==> config.mk <==
export PLATFORM = sky130hd
export DESIGN_NAME = l1a_tag_fifo
export DESIGN_NICKNAME = d
export VERILOG_FILES = /design/src/rtl/l1a_tag_fifo.sv
export SDC_FILE = /design/constraint.sdc
export NUM_CORES = 1
export LEC_CHECK = 0
export CAP_MARGIN = 5
export CORE_MARGIN = 5
export CORE_UTILIZATION = 55
export CTS_BUF_LIST = sky130_fd_sc_hd__clkbuf_2 sky130_fd_sc_hd__clkbuf_4 sky130_fd_sc_hd__clkbuf_8
export DETAILED_ROUTE_END_ITERATION = 8
export DONT_BUFFER_PORTS = 1
export GPL_TIMING_DRIVEN = 0
export PLACE_DENSITY = 0.72
export SLEW_MARGIN = 20
export SYNTH_ARGS = -nofsm -noshare
export SYNTH_HDL_FRONTEND = slang
export SYNTH_SLANG_ARGS = --single-unit
==> constraint.sdc <==
create_clock -name CLK -period 7.08 [get_ports CLK]
set_input_delay 1.416 -clock CLK [delete_from_list [all_inputs] [get_ports CLK]]
set_output_delay 1.416 -clock CLK [all_outputs]
set_load 0.02 [all_outputs]
==> src/rtl/l1a_tag_fifo.sv <==
// l1a_tag_fifo: counts L1A strobes and writes one 4-word tag record per L1A
// into an internal word FIFO. The downstream L1A checker pops the FIFO one
// 16-bit word per READ_ENA and uses MT/LAST to track record boundaries.
//
// Record layout (tag = L1A_CNT after increment):
//   W0 = {8'hB4, 7'b0, match}
//   W1 = {4'h1, tag[11:0]}
//   W2 = {4'h2, tag[23:12]}
//   W3 = {8'hB5, byte3}
// Build option: define L1A_TAG_CHKSUM_EN to make byte3 a byte-XOR checksum of
// W0..W2 (with 8'hB4); otherwise byte3 is an 8-bit record sequence number.
//
// Ports:
//   CLK, RST       clock, asynchronous active-high reset
//   L1A, L1A_MATCH one-cycle L1A strobe and its trigger-match flag
//   CLR_CNT        synchronous clear of L1A counter and sequence number
//   READ_ENA       pop one word; DOUT valid the following cycle
//   DOUT           last popped word (held until the next pop)
//   MT, LAST, FULL FIFO holds 0 / <=4 / >(capacity-4) words
//   OVFL, UNDFL    sticky: record dropped / pop while empty
//   L1A_CNT        running 24-bit L1A count
module l1a_tag_fifo #(
  parameter int unsigned DEPTH_REC = 16,
  parameter int unsigned PEND_MAX  = 3
) (
  input  logic        CLK,
  input  logic        RST,
  input  logic        L1A,
  input  logic        L1A_MATCH,
  input  logic        CLR_CNT,
  input  logic        READ_ENA,
  output logic [15:0] DOUT,
  output logic        MT,
  output logic        LAST,
  output logic        FULL,
  output logic        OVFL,
  output logic        UNDFL,
  output logic [23:0] L1A_CNT
);

  localparam int unsigned NW         = 4 * DEPTH_REC;
  localparam int unsigned AW         = $clog2(NW);
  localparam int unsigned PW         = $clog2(PEND_MAX + 1);
  localparam int unsigned FULL_LIM_I = NW - 4;
  localparam int unsigned LAST_LIM_I = 4;
  localparam int unsigned PEND_MAX_I = PEND_MAX;
  localparam logic [AW:0]   FULL_LIM = FULL_LIM_I[AW:0];
  localparam logic [AW:0]   LAST_LIM = LAST_LIM_I[AW:0];
  localparam logic [PW-1:0] PEND_TOP = PEND_MAX_I[PW-1:0];

  typedef enum logic [2:0] {W_IDLE, W0, W1, W2, W3} wstate_t;

  wstate_t       state, state_n;
  logic [AW:0]   wr_ptr, rd_ptr, wr_ptr_n, rd_ptr_n, count, count_n;
  logic [15:0]   mem [NW];
  logic [23:0]   l1a_cnt_q, tag_new, rec_tag;
  logic          rec_match;
  logic [PW-1:0] pend, push_idx;
  logic [23:0]   q_tag   [PEND_MAX];
  logic          q_match [PEND_MAX];
  logic          take, pop, push, drop, skip, wr_en, rd_ok;
  logic [15:0]   wr_data;
  logic [7:0]    byte3;

  assign tag_new = l1a_cnt_q + 24'd1;
  assign count   = wr_ptr - rd_ptr;
  assign L1A_CNT = l1a_cnt_q;

  // CLR_CNT has priority; a simultaneous L1A still uses tag_new (pre-clear + 1).
  always_ff @(posedge CLK or posedge RST) begin
    if (RST)          l1a_cnt_q <= '0;
    else if (CLR_CNT) l1a_cnt_q <= '0;
    else if (L1A)     l1a_cnt_q <= tag_new;
  end

  // Writer next-state / control
  always_comb begin
    state_n = state;
    take    = 1'b0;
    wr_en   = 1'b0;
    skip    = 1'b0;
    case (state)
      W_IDLE: if (L1A || pend != '0) begin
        take    = 1'b1;
        state_n = W0;
      end
      W0: begin
        // Whole-record space check; never start a record that cannot finish.
        if (count > FULL_LIM) begin
          skip    = 1'b1;
          state_n = W_IDLE;
        end else begin
          wr_en   = 1'b1;
          state_n = W1;
        end
      end
      W1: begin
        wr_en   = 1'b1;
        state_n = W2;
      end
      W2: begin
        wr_en   = 1'b1;
        state_n = W3;
      end
      W3: begin
        wr_en = 1'b1;
        if (L1A || pend != '0) begin
          take    = 1'b1;
          state_n = W0;
        end else begin
          state_n = W_IDLE;
        end
      end
      default: state_n = W_IDLE;
    endcase
  end

  // Pending-L1A queue: holds tag/match of L1As that arrived mid-record so
  // each later record carries its own L1A's values. The oldest entry is
  // consumed first; a fresh L1A is consumed directly only when nothing waits.
  always_comb begin
    pop      = take && (pend != '0);
    push     = 1'b0;
    drop     = 1'b0;
    push_idx = pop ? pend - PW'(1) : pend;
    if (L1A && !(take && pend == '0)) begin
      if (pop)                  push = 1'b1;
      else if (pend == PEND_TOP) drop = 1'b1;
      else                      push = 1'b1;
    end
  end

  always_ff @(posedge CLK or posedge RST) begin
    if (RST) begin
      state     <= W_IDLE;
      rec_tag   <= '0;
      rec_match <= 1'b0;
      pend      <= '0;
      OVFL      <= 1'b0;
      for (int unsigned i = 0; i < PEND_MAX; i++) begin
        q_tag[i]   <= '0;
        q_match[i] <= 1'b0;
      end
    end else begin
      state <= state_n;
      pend  <= pend + PW'(push) - PW'(pop);
      if (take) begin
        rec_tag   <= pop ? q_tag[0]   : tag_new;
        rec_match <= pop ? q_match[0] : L1A_MATCH;
      end
      if (pop) begin
        for (int unsigned i = 0; i + 1 < PEND_MAX; i++) begin
          q_tag[i]   <= q_tag[i+1];
          q_match[i] <= q_match[i+1];
        end
      end
      if (push) begin
        q_tag[push_idx]   <= tag_new;
        q_match[push_idx] <= L1A_MATCH;
      end
      if (drop || skip) OVFL <= 1'b1;
    end
  end

`ifdef L1A_TAG_CHKSUM_EN
  assign byte3 = {7'b0, rec_match} ^ rec_tag[7:0] ^ {4'h1, rec_tag[11:8]}
               ^ rec_tag[19:12] ^ {4'h2, rec_tag[23:20]} ^ 8'hB4;
`else
  logic [7:0] seq;

  // Advances once per record actually written (its W3 cycle).
  always_ff @(posedge CLK or posedge RST) begin
    if (RST)              seq <= '0;
    else if (CLR_CNT)     seq <= '0;
    else if (state == W3) seq <= seq + 8'd1;
  end

  assign byte3 = seq;
`endif

  always_comb begin
    wr_data = '0;
    case (state)
      W0:      wr_data = {8'hB4, 7'b0, rec_match};
      W1:      wr_data = {4'h1, rec_tag[11:0]};
      W2:      wr_data = {4'h2, rec_tag[23:12]};
      W3:      wr_data = {8'hB5, byte3};
      default: wr_data = '0;
    endcase
  end

  always_ff @(posedge CLK) begin
    if (wr_en) mem[wr_ptr[AW-1:0]] <= wr_data;
  end

  assign rd_ok    = READ_ENA && (count != '0);
  assign wr_ptr_n = wr_ptr + {{AW{1'b0}}, wr_en};
  assign rd_ptr_n = rd_ptr + {{AW{1'b0}}, rd_ok};
  assign count_n  = wr_ptr_n - rd_ptr_n;

  always_ff @(posedge CLK or posedge RST) begin
    if (RST) begin
      wr_ptr <= '0;
      rd_ptr <= '0;
      DOUT   <= '0;
      MT     <= 1'b1;
      LAST   <= 1'b1;
      FULL   <= 1'b0;
      UNDFL  <= 1'b0;
    end else begin
      wr_ptr <= wr_ptr_n;
      rd_ptr <= rd_ptr_n;
      if (rd_ok) DOUT <= mem[rd_ptr[AW-1:0]];
      if (READ_ENA && count == '0) UNDFL <= 1'b1;
      MT   <= (count_n == '0);
      LAST <= (count_n <= LAST_LIM);
      FULL <= (count_n > FULL_LIM);
    end
  end

endmodule
==> Word-level counts from Yosys, hierarchy flattened <==
Memories as Yosys holds them, arrays and structs flattened. A register that Yosys moved wholly into a read port is not among the register bits.
Index checks and enable logic that the tools add are counted.
{ "word_totals": {"regBits": 156, "output_inout_bits": 45, "mem_count": 1, "elab_cells": 96, "inputBits": 6, "ram_bits": 1024} }
{ "op_classes": {"bitwise_logic": 1, "eq_ne": 6, "mux": 36, "n_lt_le_gt_ge": 5, "addsub": 9, "reduce_logical": 19} }
{ "memory_table": {"columns": ["name", "words", "word_bits", "read_ports", "rd_ports_with_merged_regs", "write_ports", "line_no", "source"], "rows": [
  ["mem", 64, 16, 1, 1, 1, "55", "logic [15:0] mem [NW];"]
]} }
{ "op_table": {"columns": ["cell", "count"], "rows": [
  ["2-to-1 mux 24 bit", 4],
  ["bitwise mux 72 bit", 1],
  ["2-to-1 mux 72 bit", 1],
  ["one-hot mux 16 bit (4 select lines)", 1],
  ["demux 24 bit (select 2 bit)", 1],
  ["2-to-1 mux 48 bit", 1],
  ["adder 24 x 1 -> 24 bit (second input constant)", 1],
  ["2-to-1 mux 1 bit", 16],
  ["2-to-1 mux 8 bit", 2],
  ["one-hot mux 3 bit (5 select lines)", 1],
  ["adder 7 x 1 -> 7 bit", 2],
  ["greater-than comparator 7 x 6 -> 1 bit (second input constant)", 2],
  ["zero test 7 bit", 2],
  ["subtractor 7 bit", 2],
  ["adder 8 x 1 -> 8 bit (second input constant)", 1],
  ["<= comparator 7 x 3 -> 1 bit (second input constant)", 1],
  ["nonzero test 7 bit", 1],
  ["equality test 3 x 2 -> 1 bit (second input constant)", 2],
  ["logical AND 1 bit", 6],
  ["2-to-1 mux 2 bit", 3],
  ["2-to-1 mux 3 bit", 2],
  ["nonzero test 2 bit", 3],
  ["bitwise mux 3 bit", 1],
  ["equality test 3 x 1 -> 1 bit (second input constant)", 1],
  ["17 further kinds", 18]
]} }

==> Longest topological paths before layout <==
{ "logic_depth": {"depth_word": 13, "mapped_depth": 26, "depth_no_buf": 22} }

==> Least setup slack after synthesis <==
No wires, ideal clock.
{ "synth_path": {"kind": "register to register", "from": "reg rd_ptr[1]", "to": "reg LAST", "period_less_slack_ns": 5.069, "slack_ns": 2.011, "path_buffers": 6, "stages_incl_launch_ff": 27, "setup_time_ns": 0.097, "t_required_ns": 6.983, "arrival_ns": 4.973, "path_cell_list": "dfrtp_1 -> buf_2 -> buf_2 -> buf_2 -> buf_2 -> inv_1 -> fa_1 -> a211oi_1 -> nor2_1 -> xor2_1 -> nand4_1 -> o21a_1 -> a21oi_1 -> buf_2 -> buf_2 -> inv_1 -> ha_1 -> inv_1 -> ha_1 -> fa_1 -> inv_1 -> a21o_1 -> a21oi_1 -> o22ai_1 -> a2bb2oi_1 -> xnor3_1 -> nor4_1"} }
{ "synth_via": {"elab_chain_cells": 7, "word_cells_on_any_way": 10, "cone_classes": "4 x add/sub; 2 x order compare; 2 x mux; 2 x reduce/logical"} }
{ "synth_rtl": {"columns": ["item", "line_no", "source"], "rows": [
  ["start, declared", "54", "logic [AW:0] wr_ptr, rd_ptr, wr_ptr_n, rd_ptr_n, count, count_n;"],
  ["start signal, assigned", "212", "rd_ptr <= rd_ptr_n;"],
  ["subtractor 7 bit", "66", "assign count = wr_ptr - rd_ptr;"],
  ["greater-than comparator 7 x 6 -> 1 bit", "89", "if (count > FULL_LIM) begin"],
  ["2-to-1 mux 1 bit", "89", null],
  ["one-hot mux 1 bit (2 select lines)", "82", "case (state)"],
  ["adder 7 x 1 -> 7 bit", "197", "assign wr_ptr_n = wr_ptr + {{AW{1'b0}}, wr_en};"],
  ["named net wr_ptr_n[0]", "54", null],
  ["subtractor 7 bit", "199", "assign count_n = wr_ptr_n - rd_ptr_n;"],
  ["<= comparator 7 x 3 -> 1 bit", "216", "LAST <= (count_n <= LAST_LIM);"],
  ["end signal, assigned", "216", null],
  ["end, declared", "34", "output logic LAST,"]
]} }
The timed path passes the listed nets, and every way through them passes these cells.
A chain may end at the register's enable or synchronous reset.

==> Worst setup path in the final report <==
{ "layout_path": {"from": "reg rd_ptr[1]", "to": "reg LAST"} }
{ "layout_via": {"word_cells_on_any_way": 10, "cone_classes": "4 x add/sub; 2 x order compare; 2 x mux; 2 x reduce/logical"} }
{ "layout_lines": {"columns": ["item", "line_no", "source"], "rows": [
  ["subtractor 7 bit", "66", null],
  ["nonzero test 7 bit", "196", "assign rd_ok = READ_ENA && (count != '0);"],
  ["logical AND 1 bit", "196", null],
  ["named net rd_ok", "61", "logic take, pop, push, drop, skip, wr_en, rd_ok;"],
  ["adder 7 x 1 -> 7 bit", "198", "assign rd_ptr_n = rd_ptr + {{AW{1'b0}}, rd_ok};"],
  ["subtractor 7 bit", "199", null],
  ["<= comparator 7 x 3 -> 1 bit", "216", null]
]} }
The timed path passes the listed nets, and every way through them passes these cells.

==> metrics.md <==
| Metric | Value |
|---|---|
| Worst-Margin Slew | 1.222 ns |
| Critical Path RT | 7.78 ns |
| Per-cell routed wire length | 29.55 um |
| Placement Rows | 105 |
| Final nets | 2,819 |
| Post-DP HPWL | 82,650 um |
| Share of the synthesized area in the top cell type | 0.6321 |
| CTS sink cnt | 1,131 |
| Max Clk Rate | 0.1471 GHz |
| Cell Area, Synth | 45,600 sq um |
| Tot Pwr | 22.68 mW |
| Post-synth top area cell | edfxtp_1 |
| Die width | 298.0 um |
| Ports | 51 |
| Core area | 82,110 sq um |
| Distinct cells, synth | 67 |
| Setup-failing EPs final | 0 |
| Total routed wirelength | 118,500 um |
| DRT iter0 DRCs | 3,498 |
| H-tree levels | 4 |
| IO Port Bufs | 0 |
| Post-synth EDFFs | 960 |
| DIE AREA | 88,780 sq um |
| Initial Util | 0.5554 |
| Sw Pwr | 8.109 mW |
| Overflow after GRT | 0 |
| Total setup buffers inserted after CTS | 0 |
| Antenna viol nets, final | 0 |
| Asr flop ratio synth | 0.1512 |
| Pre-CTS setup slack | -0.05208 ns |
| Status | finished, final reports clean |
| Critical path arrival | 7.49 ns |
| Synth Area per Inst | 18.50 sq um |
| Ys flop type | edfxtp_1 |
| WS Path Type | reg2reg |
| DP Area | 49,070 sq um |
| Initial antenna violation count | 2 |
| Total GRT Usage | 0.2683 |
| Design area | 52,580 sq um |
| Final Max Slew Viols | 0 |
| Clock tree buffer depth | 3 |
| MaxCap Viol Count | 0 |
| Placer Congestion | 0.9255 |
| Sw Ratio | 0.3575 |
| Clk pwr share | 0.237 |
| Area growth, synth to finish | 15.29% |
| Leakage Power | 18.18 nW |
| Worst Hold Class | reg2reg |
| Crit share post-route | 0.9602 |
| VDD IR max | 0.0002602 V |
| Cells taking the most area after synthesis | edfxtp_1, mux4_2, dfrtp_1, nor2_1, mux2i_1 |
| Cell Pwr Density | 431.4 nW/um^2 |
| Sequential power share | 0.392 |
| Vias in the first global route | 25,970 |
| CTS Root Cell | clkbuf_8 |
| Count leader, synth | edfxtp_1 |
| Clk_lat worst skew | 0.84 ns |
| Vias per std cell | 6.420 |
| Total clock buffers created by CTS | 176 |
| First-pass GRT wire length | 175,200 um |
| Via count | 25,740 |
| Post-synth top cells | edfxtp_1, mux4_2, dfrtp_1, nor2_1, nand2_1 |
| Syn_nets | 2,494 |
| Fin util | 0.6403 |
| Share of layout cells above drive strength 1 | 0.2995 |
| Share of the yosys chip area belonging to registers | 0.7260 |
| CTS clk-pin slew, worst paths | 0.06 ns |
| Final WS setup | 0.2816 ns |
| TritonCTS clock tree | yes |
| Largest net degree at the start of global routing | 98 |
| Reg2reg start | rd_ptr[1] |
| Synth Register Bits | 1,131 |
| Drt pass-1 iters | 6 |
| Worst clock skew | 0.04209 ns |
| RSZ-0062 raised after global routing | no |
| Critical Path Start | rd_ptr[1] |
| Startpoint type of the worst setup path | flip-flop |
| Die H | 298.0 um |
| Logic pwr share | 0.371 |
| Fin crit period | 6.798 ns |
| Hold Crit Start | wr_ptr[6] |
| Synth warn | 0 |
| Residual DRC count | 0 |
| Critical path peak fanout | 10 |
| Hold-fix buffers, CTS | 0 |
| Relative slew slack | 0.1850 |
| CP Capture Type | flip-flop |
| Int Pwr | 14.57 mW |
| Cells after Synth | 2,465 |
| Final Hold Viols | 0 |
final timing paths:
path | end | slack (ns) | cells past startpoint
hold reg to reg | wr_ptr[6] | 0.51 | 1
min in group asynchronous | DOUT[4] | 0.53 | 1
max in group asynchronous | wr_ptr[6] | 5.59 | 2
setup / recovery | LAST | 0.28 | 23
hold / removal | wr_ptr[6] | 0.51 | 1
setup reg to reg | LAST | 0.28 | 23
power groups by stage:
stage               logic [mW]  registers [mW]  clock network (mW)
floorplan                 5.14            9.00                   0
global placement          7.41            9.23                   0
detailed placement        8.27            9.01                   0
CTS                       8.30            8.87                5.45
global route              8.89            8.92                5.79
finish                    8.42            8.88                5.38
critical path, stage by stage, from the launching register on:
cell       delay, ns
dfrtp_1         0.34
buf_2           0.35
clkbuf_4        0.33
clkbuf_4        0.30
clkbuf_4        0.37
inv_1           0.13
fa_1            0.45
a211oi_1        0.30
o21ai_0         0.14
a21oi_1         0.18
xnor2_1         0.21
a41o_1          0.48
clkbuf_2        0.40
inv_1           0.19
ha_1            0.26
ha_1            0.22
xnor2_1         0.31
ha_1            0.33
a21o_1          0.18
a21oi_2         0.24
o22ai_1         0.12
a2bb2oi_1       0.16
xnor3_1         0.26
nor4_1          0.39
registers in the layout (all words and copies together) (netlist names), named ones only:
signal	cells
DOUT	15
FULL	1
L1A_CNT	24
LAST	1
MT	1
OVFL	1
UNDFL	1
byte3	8
mem	960
pend	2
q_match	2
q_tag	48
rd_ptr	7
rec_match	1
rec_tag	24
state	3
wr_ptr	7
placed cells by master (no fill, tap or decap), drive strengths merged, types with 4 or more instances in the layout:
cell,instances
mux2,10
clkinv,69
and2,6
o31ai,13
a211oi,4
nand4,14
o21ai,44
a221oi,4
nor2,161
xor2,54
nand3,38
o22a,13
nor3,72
mux4,276
a31oi,16
or3,6
and3,14
o22ai,36
nand3b,5
a22oi,22
edfxtp,960
a21oi,89
dfrtp,169
or2,4
xnor2,39
clkbuf,311
buf,235
ha,21
mux2i,56
nand2b,5
inv,38
nand2,91
metal layers:
metal	vias to the layer above	track usage	wire length (um)	share of wire
met5	-	0	0	0
met4	0	0.09255	4500	0.038
met3	293	0.06910	12340	0.10
met2	1625	0.4277	57330	0.48
met1	13280	0.3673	44310	0.37
li1	10550	-	-	-
through the flow:
stage / setup TNS [ns] / instances / hold slack, ns
2_1_floorplan: 0 / 2465 / 0.4722
3_3_place_gp: -493.96 / 3535 / 0.4941
3_5_place_dp: -0.07757 / 3682 / 0.5005
4_1_cts: 0 / 4008 / 0.4977
5_1_grt: 0 / 4009 / 0.5322
6_report: 0 / 4010 / 0.5077
cells by family (layout without fill, tap and decap cells):
family,after synthesis,after routing,synth area share
flip-flops,1131,1131,0.7260
AND/OR/NAND/NOR,429,429,0.04296
multiplexers,342,342,0.1511
AO/OA/AOI/OAI,261,261,0.03526
buffers and inverters,184,657,0.01931
XOR/XNOR,94,94,0.01868
adder cells (fa/ha/maj),23,23,0.006639
other,1,3,0.00008223
cell type report:
cell class                 count  area [sq um]
antenna                        2         5.005
buffer                       155         788.3
clock buffer                 244          3002
clock inverter                82         474.2
fill                        5405         29530
inverter                      29         116.4
multi-input combinational   1150         12100
sequential                  1131         33110
tap                         1070          1339
timing repair buffer         147          1643
repair_timing:
item	CTS	global route
gates resized for setup	1	7
endpoints found under the setup margin	2	3
hold endpoints to repair	0	0
Note: power is estimated with default switching activity, not from simulation.
==> edit 1 (same flow settings) <==
`DEPTH_REC`: 16 -> 8.
--- a/src/rtl/l1a_tag_fifo.sv
+++ b/src/rtl/l1a_tag_fifo.sv
@@ -20,7 +20,7 @@
 //   OVFL, UNDFL    sticky: record dropped / pop while empty
 //   L1A_CNT        running 24-bit L1A count
 module l1a_tag_fifo #(
-  parameter int unsigned DEPTH_REC = 16,
+  parameter int unsigned DEPTH_REC = 8,
   parameter int unsigned PEND_MAX  = 3
 ) (
   input  logic        CLK,
Check against the original RTL: no difference found for any inputs over 4 cycles, from zero or initial values and one cycle with RST high; that may be too few to reach the edited logic, so the function may still have changed.
==> edit 1 against the unedited design <==
  * Wire length decreased by 45%
  * Global-route usage decreased by 2.2 points
  * Synthesized area decreased by 40%
  * Cell area decreased by 41%
  * Final cell count decreased by 33%
  * Setup slack improved by 660 ps
  * Total power decreased by 39%
  * Sequential cell count decreased by 482
  * Largest cell class unchanged
  * Highest routed layer unchanged
==> edit 1: results (changes against the unedited design) <==
Result of the run: finished, final reports clean (unchanged). The clock tree buffer count of the final layout is 164 (was 244). The number of enable flip-flop cells after synthesis is 480 (was 960). The post-synthesis instance area came out at 27100 um^2 (was 45600 um^2).

The post-route cell area is 31100 um^2 (was 52600 um^2). The maximum number of pins on one net before global-route repair came out at 105 (was 98). The sequential share of the synthesized area came out at 0.687 (was 0.726). The number of resized instances in the post-cts repair step is 0 (was 1). The post-synth net total came out at 1775 (was 2494). The clock buffer count from CTS came to 102 (was 176). The total placed cells including tap cells is 2490 (was 3682).

The number of multi-input logic gates is 962 (was 1150). The number of diodes added for antenna fixing came out at 0 (was 2). The share of post-route cells with drive strength above 1 came out at 0.239 (was 0.300).

The length of routed met2 wiring came out at 32600 um (was 57300 um). The critical path arrival came to 6670 ps (was 7490 ps). The flip-flop count of the largest register, all copies and words added is 480 (was 960). The portion of netlist area occupied by mux cells is 0.124 (was 0.151). The type of the most critical hold path is input port to async pin (was flop to flop).

The final critical-path share of the clock period is 0.867 (was 0.960). The routed length per instance is 24.2 um (was 29.5 um). The area occupied by multi-input gates is 8090 um^2 (was 12100 um^2). The routed via count came out at 16100 (was 25700). The initial antenna violation count came out at 0 (was 2).

The leakage power figure came out at 11.4 nW (was 18.2 nW). The first-pass GRT wire length came out at 101000 um (was 175000 um). The global-route usage over all layers came out at 0.247 (was 0.268). The final HPWL from detailed placement is 47100 um (was 82700 um).

The number of inserted filler cells in the final layout was 3478 (was 5405). The post-place instance area is 29000 um^2 (was 49100 um^2). Ranking of synthesized cells by instance count: edfxtp_1 (480), dfrtp_1 (167), nor2_1 (110) (was edfxtp_1 (960), mux4_2 (276), dfrtp_1 (169)). The clock latency at the later pin of the worst-skew pair came to 700 ps (was 840 ps). The met3 wire length came out at 5100 um (was 12300 um). The slowest library cell on the worst path is ha_1 (was a41o_1). Top cells by area, synth: edfxtp_1 (53%), dfrtp_1 (15%), mux4_2 (7.9%) (was edfxtp_1 (63%), mux4_2 (14%), dfrtp_1 (9.3%)).

The number of signal-net inverters in the final layout was 24 (was 29). The setup clock skew after layout is 41.9 ps (was 42.1 ps). The violation count after the first detailed-routing iteration was 1690 (was 3498). The number of distinct standard cells referenced by the synthesized netlist came to 65 (was 67). The via count of the first global-routing pass came to 16900 (was 26000).

The post-synthesis share of cell area spent on xor and xnor gates came out at 0.0221 (was 0.0187). The count of plain and timing-repair buffers is 191 (was 302). The final wirelength came to 65000 um (was 118000 um).

The share of synthesized registers carrying an async set or reset was 0.260 (was 0.151). The peak ir drop on the vdd network came out at 243 uV (was 260 uV). The clock buffer and inverter area fraction after layout is 0.0678 (was 0.0661).

The synthesized-area fraction occupied by ao, oa, aoi and oai cells came out at 0.0692 (was 0.0353). The total number of H-tree levels was 3 (was 4). The transition at the pin with the smallest max-transition slack is 1070 ps (was 1220 ps). The number of flip-flops and latches is 649 (was 1131). The net total in the final layout is 1956 (was 2819).

The area share of buffers outside the clock network is 0.0434 (was 0.0462). The pre-CTS setup slack was 1010 ps (was -52.1 ps).
[edit 1: where the power goes]
group / internal, mW / total (mW) / switching (mW)
Sequential: 5.03 / 5.40 / 0.372
Clock: 1.75 / 3.18 / 1.43
Combinational: 1.97 / 5.18 / 3.20
Total: 8.75 / 13.8 / 5.00
[edit 1: routing by layer]
| layer | track usage | up-vias |
|---|---|---|
| li1 | - | 7143 |
| met1 | 0.320 | 8142 |
| met2 | 0.415 | 725 |
| met3 | 0.0512 | 132 |
| met4 | 0.0918 | 0 |
| met5 | 0 | - |
[edit 1: path summary, 6_finish.rpt]
path                        startpoint          end  slack [ps]  cells past startpoint
min reg2reg                rec_tag[21]  rec_tag[21]         510                      2
min                                RST         FULL         480                      1
max reg2reg                  rd_ptr[2]         LAST         940                     19
max                          rd_ptr[2]         LAST         940                     19
min in group CLK           rec_tag[21]  rec_tag[21]         510                      2
max in group asynchronous          RST    q_tag[28]        5600                      3
==> edit 2 (same settings) <==
Without the edit above. Encoding of `wstate_t`: now one-hot (5 bits for 5 states).
--- a/src/rtl/l1a_tag_fifo.sv
+++ b/src/rtl/l1a_tag_fifo.sv
@@ -48,7 +48,7 @@
   localparam logic [AW:0]   LAST_LIM = LAST_LIM_I[AW:0];
   localparam logic [PW-1:0] PEND_TOP = PEND_MAX_I[PW-1:0];
 
-  typedef enum logic [2:0] {W_IDLE, W0, W1, W2, W3} wstate_t;
+  typedef enum logic [4:0] {W_IDLE = 5'b00001, W0 = 5'b00010, W1 = 5'b00100, W2 = 5'b01000, W3 = 5'b10000} wstate_t;
 
   wstate_t       state, state_n;
   logic [AW:0]   wr_ptr, rd_ptr, wr_ptr_n, rd_ptr_n, count, count_n;
Formal check against the unedited RTL: same outputs for any inputs over 4 cycles, from zero or initial values and one cycle with RST high; so few cycles prove little.
==> edit 2 against the unedited design <==
  * Count of clock-buffer cells in the layout down 1
  * Synthesized area up 0.46%
  * Worst hold slack worse by 26 ps
  * Setup slack better by 24 ps
  * Sequential cell count up 2
  * Global-route usage about the same
  * Cell area down 0.34%
  * Via count up 4.1%
  * Total power down 16%
  * Wire length up 0.66%
  * Largest cell class unchanged
  * First-iteration DRC count down 4.7%
==> edit 2: results (changes against the unedited design) <==
Result of the run: finished, final reports clean (unchanged). The clock buffer count from CTS came to 175 (was 176). The number of inserted filler cells in the final layout is 5542 (was 5405).

The routed via count came to 26800 (was 25700). The via count of the first global-routing pass is 27000 (was 26000). The first-pass GRT wire length was 177000 um (was 175000 um). The kind of cell with the highest combined delay on the critical path was compound AO/OA/AOI/OAI gates (was buffers and inverters). Top cells by area, synth: edfxtp_1 (63%), mux4_2 (12%), dfrtp_1 (9.3%) (was edfxtp_1 (63%), mux4_2 (14%), dfrtp_1 (9.3%)). The transition at the pin with the smallest max-transition slack is 1160 ps (was 1220 ps).

The routability congestion estimate is 1.02 (was 0.926). The post-synth net total came out at 2693 (was 2494). The global-route usage over all layers is 0.269 (was 0.268). The share of synthesized registers carrying an async set or reset is 0.153 (was 0.151). The clock latency at the later pin of the worst-skew pair is 870 ps (was 840 ps). The number of distinct standard cells referenced by the synthesized netlist is 68 (was 67).

The peak ir drop on the vdd network came out at 213 uV (was 260 uV). The initial antenna violation count is 5 (was 2). The sequential share of the synthesized area came out at 0.724 (was 0.726).

The post-place instance area is 48800 um^2 (was 49100 um^2). The count of cells along the worst hold path came to 2 (was 1). The maximum number of pins on one net before global-route repair came out at 103 (was 98).

The slowest library cell on the worst path is ha_1 (was a41o_1). The reg2reg setup slack came out at 310 ps (was 280 ps). Ranking of synthesized cells by instance count: edfxtp_1 (960), nand2_1 (314), mux4_2 (254) (was edfxtp_1 (960), mux4_2 (276), dfrtp_1 (169)). The final HPWL from detailed placement came out at 83400 um (was 82700 um). The leakage power figure is 17.0 nW (was 18.2 nW).

The peak per-stage delay on the critical path is 500 ps (was 480 ps). The number of optimization iterations in the first detailed-route pass came out at 8 (was 6). The violation count after the first detailed-routing iteration came to 3335 (was 3498). The origin of the critical flop-to-flop path is rd_ptr[2] (was rd_ptr[1]). The final wirelength is 119000 um (was 118000 um). The pre-CTS setup slack is -751 ps (was -52.1 ps).

The net total in the final layout is 3011 (was 2819).
-- edit 2: where the power goes --
group	internal (mW)	leakage (nW)	total, mW	switching [mW]
clock	3.00	1.87	5.52	2.52
combinational	1.87	5.07	5.53	3.66
sequential	7.73	10.0	7.99	0.261
total	12.6	17.0	19.0	6.44
-- edit 2: worst max path at each step --
stage                    from    endpoint  slack [ps]  cells after the start
finish              rd_ptr[2]        LAST         310                     23
global route        rd_ptr[1]        LAST          50                     24
CTS                 rd_ptr[2]        LAST          90                     23
detailed placement  rd_ptr[1]        LAST        -750                     25
global placement    rd_ptr[1]  mem[26][9]        -840                     14
floorplan                 RST     DOUT[0]         980                      1
-- edit 2: tightest hold or removal path, stage by stage, from the launching register on --
cell and delay [ps]:
dfrtp_1 340, nand2_1 50, o21ai_0 60
-- edit 2: repair_timing --
action	4_1_cts	5_1_grt
endpoints found under the setup margin	3	3
setup buffers	0	2
gates resized for setup	3	3
-- edit 2: per-stage QoR --
step | hold slack, ps | instances
6_report | 482 | 4201
5_1_grt | 486 | 4200
4_1_cts | 449 | 4197
3_5_place_dp | 470 | 3875
3_3_place_gp | 465 | 3734
2_1_floorplan | 449 | 2664
-- edit 2: layer usage --
layer / vias to the layer above / GRT usage / routed length (um)
li1: 11200 / - / -
met3: 324 / 0.0767 / 13400
met5: - / 0 / 17
met2: 1718 / 0.423 / 56500
met1: 13600 / 0.355 / 43400
met4: 2 / 0.118 / 5980
-- edit 2: final cells by class --
cell class	instances	area (um^2)	share of cell area
Sequential cell	1133	33200	0.633
Antenna cell	2	5.00	0.0000955
Clock inverter	81	572	0.0109
Multi-Input combinational cell	1337	12200	0.233
Buffer	160	742	0.0142
Clock buffer	243	2990	0.0571
Tap cell	1070	1340	0.0256
Timing Repair Buffer	143	1240	0.0236
Inverter	32	144	0.00275
-- edit 2: cells by family after synthesis --
logic type               Yosys count  synth area share
AO/OA/AOI/OAI                    300            0.0416
other                              1         0.0000819
adder cells (fa/ha/maj)           23           0.00645
buffers and inverters            194            0.0188
XOR/XNOR                          67            0.0133
multiplexers                     294             0.134
flip-flops                      1133             0.724
AND/OR/NAND/NOR                  652            0.0621
